===== src/rtl/address_sequencer.sv =====
// address_sequencer: IP/MAC config byte streamer with reload/auto-reload; `define ADDRESS_SEQUENCER_RUNTIME_EN adds ip_in/mac_in
module address_sequencer #(
  parameter logic [31:0] IP_NET = 32'h80038010,
  parameter logic [47:0] MAC = 48'h125555000135,
  parameter int INIT_DLY = 2,
  parameter int GAP = 0,
  parameter int STABLE_CYC = 16,
  parameter bit AUTO_RELOAD = 1'b1
) (
  input logic clk,
  input logic rst_n,
  input logic [7:0] host_id,
  input logic reload,
`ifdef ADDRESS_SEQUENCER_RUNTIME_EN
  input logic [31:0] ip_in,
  input logic [47:0] mac_in,
`endif
  output logic [8:0] address_set,
  output logic busy,
  output logic done,
  output logic [7:0] seq_count
);
  typedef enum logic [2:0] {S_INIT, S_SEND, S_GAP, S_DONE, S_IDLE, S_START} state_t;
  state_t state, state_n;
  logic [3:0] idx, idx_n;
  logic [7:0] cnt, cnt_n;
  logic [15:0] stab, stab_n;
  logic pending, pending_n, snap, stab_inc;
  logic [87:0] cfg, sh, prev;
  logic [79:0] seq_v;
`ifdef ADDRESS_SEQUENCER_RUNTIME_EN
  assign cfg = {mac_in, ip_in, host_id};
`else
  assign cfg = {MAC, IP_NET, host_id};
`endif
  // byte k of the stream lives at seq_v[8k +: 8]; the shadow low octets are replaced by host_id
  assign seq_v = {sh[87:48], sh[7:0], sh[39:16], sh[7:0]};
  assign stab_inc = AUTO_RELOAD && state == S_IDLE && cfg != sh && cfg == prev;
  assign address_set = state == S_SEND ? {1'b1, seq_v[{idx, 3'b000} +: 8]} : 9'h000;
  assign busy = state != S_IDLE;
  assign done = state == S_DONE;
  // State, counters, shadow copy of the loaded configuration and completed-sequence count
  always_ff @(posedge clk or negedge rst_n) begin
    if (!rst_n) begin
      state <= S_INIT;
      idx <= '0;
      cnt <= '0;
      stab <= '0;
      pending <= 1'b0;
      sh <= '0;
      prev <= '0;
      seq_count <= '0;
    end else begin
      state <= state_n;
      idx <= idx_n;
      cnt <= cnt_n;
      stab <= stab_n;
      pending <= pending_n;
      sh <= snap ? cfg : sh;
      prev <= cfg;
      seq_count <= seq_count + {7'd0, done};
    end
  end
  // Next-state logic; reloads arriving while busy merge into a single pending request
  always_comb begin
    state_n = state;
    idx_n = idx;
    cnt_n = cnt;
    stab_n = stab_inc ? stab + 16'd1 : 16'd0;
    pending_n = pending | (reload & busy & state != S_START);
    snap = 1'b0;
    case (state)
      S_INIT: begin
        cnt_n = cnt == 8'(INIT_DLY - 1) ? 8'd0 : cnt + 8'd1;
        snap = cnt == 8'(INIT_DLY - 1);
        state_n = snap ? S_SEND : S_INIT;
        idx_n = 4'd0;
      end
      S_SEND: begin
        state_n = idx == 4'd9 ? S_DONE : GAP > 0 ? S_GAP : S_SEND;
        idx_n = idx != 4'd9 && GAP == 0 ? idx + 4'd1 : idx;
        cnt_n = 8'd0;
      end
      S_GAP: begin
        state_n = cnt == 8'(GAP - 1) ? S_SEND : S_GAP;
        idx_n = cnt == 8'(GAP - 1) ? idx + 4'd1 : idx;
        cnt_n = cnt + 8'd1;
      end
      S_DONE: state_n = pending | reload ? S_START : S_IDLE;
      S_IDLE: state_n = reload || (stab_inc && stab == 16'(STABLE_CYC - 1)) ? S_START : S_IDLE;
      S_START: begin
        snap = 1'b1;
        pending_n = 1'b0;
        stab_n = 16'd0;
        idx_n = 4'd0;
        cnt_n = 8'd0;
        state_n = S_SEND;
      end
      default: state_n = S_INIT;
    endcase
  end
endmodule


===== config.mk =====
export PLATFORM = sky130hd
export DESIGN_NAME = address_sequencer
export DESIGN_NICKNAME = d
export VERILOG_FILES = /design/src/rtl/address_sequencer.sv
export SDC_FILE = /design/constraint.sdc
export NUM_CORES = 1
export LEC_CHECK = 0
export CAP_MARGIN = 15
export CORE_MARGIN = 2
export CORE_UTILIZATION = 50
export CTS_CLUSTER_SIZE = 25
export DETAILED_ROUTE_END_ITERATION = 7
export PLACE_DENSITY = 0.83
export SLEW_MARGIN = 20
export SYNTH_ARGS = -nofsm -noshare
export SYNTH_HDL_FRONTEND = slang
export SYNTH_SLANG_ARGS = --single-unit

===== constraint.sdc =====
create_clock -name clk -period 4.2 [get_ports clk]
set_input_delay 1.05 -clock clk [delete_from_list [all_inputs] [get_ports clk]]
set_output_delay 1.05 -clock clk [all_outputs]
set_load 0.01 [all_outputs]

==> summary.txt <==
Global routing
  – Largest net degree at the start of global routing: 32
  – Global-route wire length before repair: 10800 um
  – Vias in the first global route: 2330
  – Remaining global-route overflow: 0
  – Initial antenna violation count: 0
  – GR Util All Layers: about a fifth

Clock tree
  – # hold bufs at CTS: 0
  – Num CTS Buffers: 9
  – Clk slew on worst S/H paths: roughly 70 ps
  – Root Driver: clkbuf_8
  – Post-cts sizing count: 0
  – Max Buffers Root-to-Sink: 2
  – Htree depth: 3
  – Setup bufs post-CTS: 0
  – Clock latency on the worst-skew pair: 340 ps
  – CTS tree: done
  – Clock sinks: 58

Synthesis
  – Ys flop type: dfrtp_1
  – Synthesis warning total: 0
  – Post-Syn Area per Cell: 10.5 sq um
  – Largest family of logic cells by synthesized area: simple AND/OR/NAND/NOR gates
  – Synth Instances: 296
  – Mapped Area: 3120 sq um
  – Post-synth ARST share: between 90% and 100%
  – Synth Area in XOR/XNOR: between 10% and 20%
  – Synth Register Bits: 58
  – Net count after synthesis: 314
  – Register area share after synthesis: 46.5%
  – Compound-Gate Fraction of Synth Area: 9.06%
  – Adder and majority cell fraction of the synthesized area: under 10%
  – Synth unique cells: 54
  – EDFF count, synth: 0
  – Synth Area in Simple Gates: between 20% and 30%
  – Post-synthesis mux area share: 4.57%

Finish
  – P&R area growth vs syn: 17.0%
  – Final instance area: approximately 3700 sq um
  – Fill cells: a little under 500
  – Post-layout util: 61.0%
  – Share of cells above drive strength 1: 12.7%
  – Nets: between 300 and 400
  – Antenna Cells: 0

Route
  – Pre-antenna DRT Iters: 4
  – Initial DRC Count: between 100 and 150
  – Routed len/inst: about 15 um
  – DRC Markers: 0
  – Drt total wl: 6260 um
  – DRT antenna net count: 0
  – Detailed-route via count: roughly 2300
  – Drt via density: ~5.6

Timing
  – Setup TNS: 0 ps
  – Fin crit share: between 80% and 90%
  – Max Fclk: 274 MHz
  – Worst-margin pin slew: approximately 730 ps
  – Final Hold Fails: 0
  – Final setup fails: 0
  – Max_slew headroom: around half
  – Final Skew: around 7.2 ps
  – Hold slack: between 400 and 500 ps
  – Pins Over Slew Limit: 0
  – RSZ-0062 raised after global routing: false
  – Crit path time final: about 3700 ps

Critical path
  – CP delay by family, top: simple AND/OR/NAND/NOR gates
  – CP max FO: 18
  – Max incr delay on CP: ~670 ps
  – Critical path launch point type: register
  – Crit end category: output pin
  – Cell Chain, Critical Path: nor2b_1 -> nand2_1 -> nor4_1 -> and2_1 -> clkdlybuf4s50_1
  – CP Buf/Inv Count: 1
  – Crit-path slowest cell: dfrtp_1
  – Worst EP arrival: approximately 2600 ps
  – Critical setup path kind: register to output pin
  – Reg2reg setup slack: 1990 ps
  – Required @ worst endpoint: about 3200 ps

Die
  – Rows: 28
  – IO Pins: 30
  – Die X: around 83 um
  – DIE HEIGHT: 83.0 um
  – Core ar.: around 6000 sq um
  – Die area: about 6900 sq um
  – Initial core utilization: a little over half

Outcome
  – Outcome: complete, no violations

Power and ir drop
  – Leakage power: ~0.0014 uW
  – Pwr Total: 2010 uW
  – Power Dens Cells: ~550 nW/um^2
  – Worst IR Drop VDD: 419 uV

Placed design
  – Routability cong.: approximately 0.84
  – Placed Area: ~3500 sq um
  – I/O Buffers: 29
  – DPL Wire Length: between 4000 and 5000 um

Min path
  – Hold/Removal Path Class: register to register

Flow run
  – Maximum Capacitance Violations: 0
==> cell usage in the layout (no fill, tap or decap), drive strengths merged, types with 4 or more instances in the layout <==
cell type / synthesis / final
inv: 12 / 12
or3: 5 / 5
nor4: 9 / 9
nor3: 24 / 24
clkbuf: 7 / 13
o21ai: 6 / 6
a211oi: 8 / 8
xor2: 13 / 13
ha: 7 / 7
o22ai: 4 / 4
xnor2: 25 / 25
nand3: 15 / 15
a21oi: 9 / 9
nor2: 15 / 15
nand4: 7 / 7
nand2: 19 / 19
clkdlybuf4s50: 0 / 28
dfrtp: 58 / 58
mux2: 10 / 10
==> sequential cells by signal, indices dropped and copies added, names as in the netlist <==
signal / cells
state: 3
sh: 9
prev: 9
idx: 4
stab: 16
pending: 1
seq_count: 8
cnt: 8
==> path summary, 6_finish.rpt <==
check,cells past startpoint,to,start
worst max-delay path,5,address_set[5],state[0]$_DFF_PN0_
min in group asynchronous,1,idx[1]$_DFFE_PN0P_,rst_n
worst min register to register,1,seq_count[7]$_DFF_PN0_,seq_count[7]$_DFF_PN0_
worst min-delay path,1,seq_count[7]$_DFF_PN0_,seq_count[7]$_DFF_PN0_
max in group asynchronous,2,sh[3]$_DFFE_PN0P_,rst_n
worst max register to register,4,stab[14]$_DFF_PN0_,state[2]$_DFF_PN0_
==> per-stage QoR <==
step | cells | worst slack, ps
6_report | 406 | 550
5_1_grt | 406 | 355
4_1_cts | 406 | 502
3_5_place_dp | 391 | 908
3_3_place_gp | 391 | 1010
2_1_floorplan | 296 | 1830
==> layer usage <==
metal  up-vias  global-route usage (%)  share of wire [%]
li1       1115                       -                  -
met1      1098                    25.1                 47
met2        51                    29.7                 48
met3        12                    7.16                3.8
met4         0                    9.54                1.9
met5         -                       0                  0
==> worst reg2reg max path, cell delays in order, from the launching register on <==
cell	delay (ps)
dfrtp_1	640
or3b_1	550
nor4_4	240
nand4_4	330
a211oi_1	350
==> cell type report <==
class / count / area [sq um] / share of cell area (%)
flip-flops and latches: 58 / 1450 / 39.7
repair buffers: 31 / 300 / 8.22
well taps: 75 / 93.8 / 2.57
clock buffers: 13 / 179 / 4.90
multi-input cells: 215 / 1570 / 43.1
inverters: 12 / 45.0 / 1.23
clock inverters: 2 / 10.0 / 0.274
==> where the power goes <==
group | switching, uW | total [uW] | internal (uW)
clock network | 216 | 489 | 273
registers | 147 | 800 | 654
logic | 345 | 724 | 378
==> synth_stat cells (3+ instances only) <==
| master | count | area, sq um |
|---|---|---|
| xor2_1 | 13 | 114 |
| nor3_2 | 10 | 100 |
| mux2_1 | 9 | 101 |
| or3_1 | 5 | 31.3 |
| o22ai_1 | 4 | 25.0 |
| o21ai_1 | 6 | 30.0 |
| a211oi_1 | 7 | 52.6 |
| nor3_1 | 14 | 70.1 |
| dfrtp_1 | 58 | 1450 |
| ha_1 | 7 | 87.6 |
| xnor2_1 | 25 | 219 |
| nand2_1 | 19 | 71.3 |
| inv_1 | 12 | 45.0 |
| buf_2 | 3 | 15.0 |
| nand3_1 | 13 | 65.1 |
| a21oi_1 | 8 | 40.0 |
| clkbuf_1 | 7 | 26.3 |
| nor2b_1 | 3 | 18.8 |
| nor4_1 | 8 | 50.1 |
| mux2i_1 | 3 | 30.0 |
| nand4_1 | 6 | 37.5 |
| nor2_1 | 15 | 56.3 |
| a31o_1 | 3 | 26.3 |
| and2_1 | 3 | 18.8 |
==> logic make-up (layout without fill, tap and decap cells) <==
kind of cell             count (synthesis)  count (layout)
multiplexers                            13              13
adder cells (fa/ha/maj)                  7               7
AO/OA/AOI/OAI                           40              40
buffers and inverters                   23              58
flip-flops                              58              58
XOR/XNOR                                38              38
AND/OR/NAND/NOR                        116             116
other                                    1               1
Note: power is estimated with default switching activity, not from simulation.
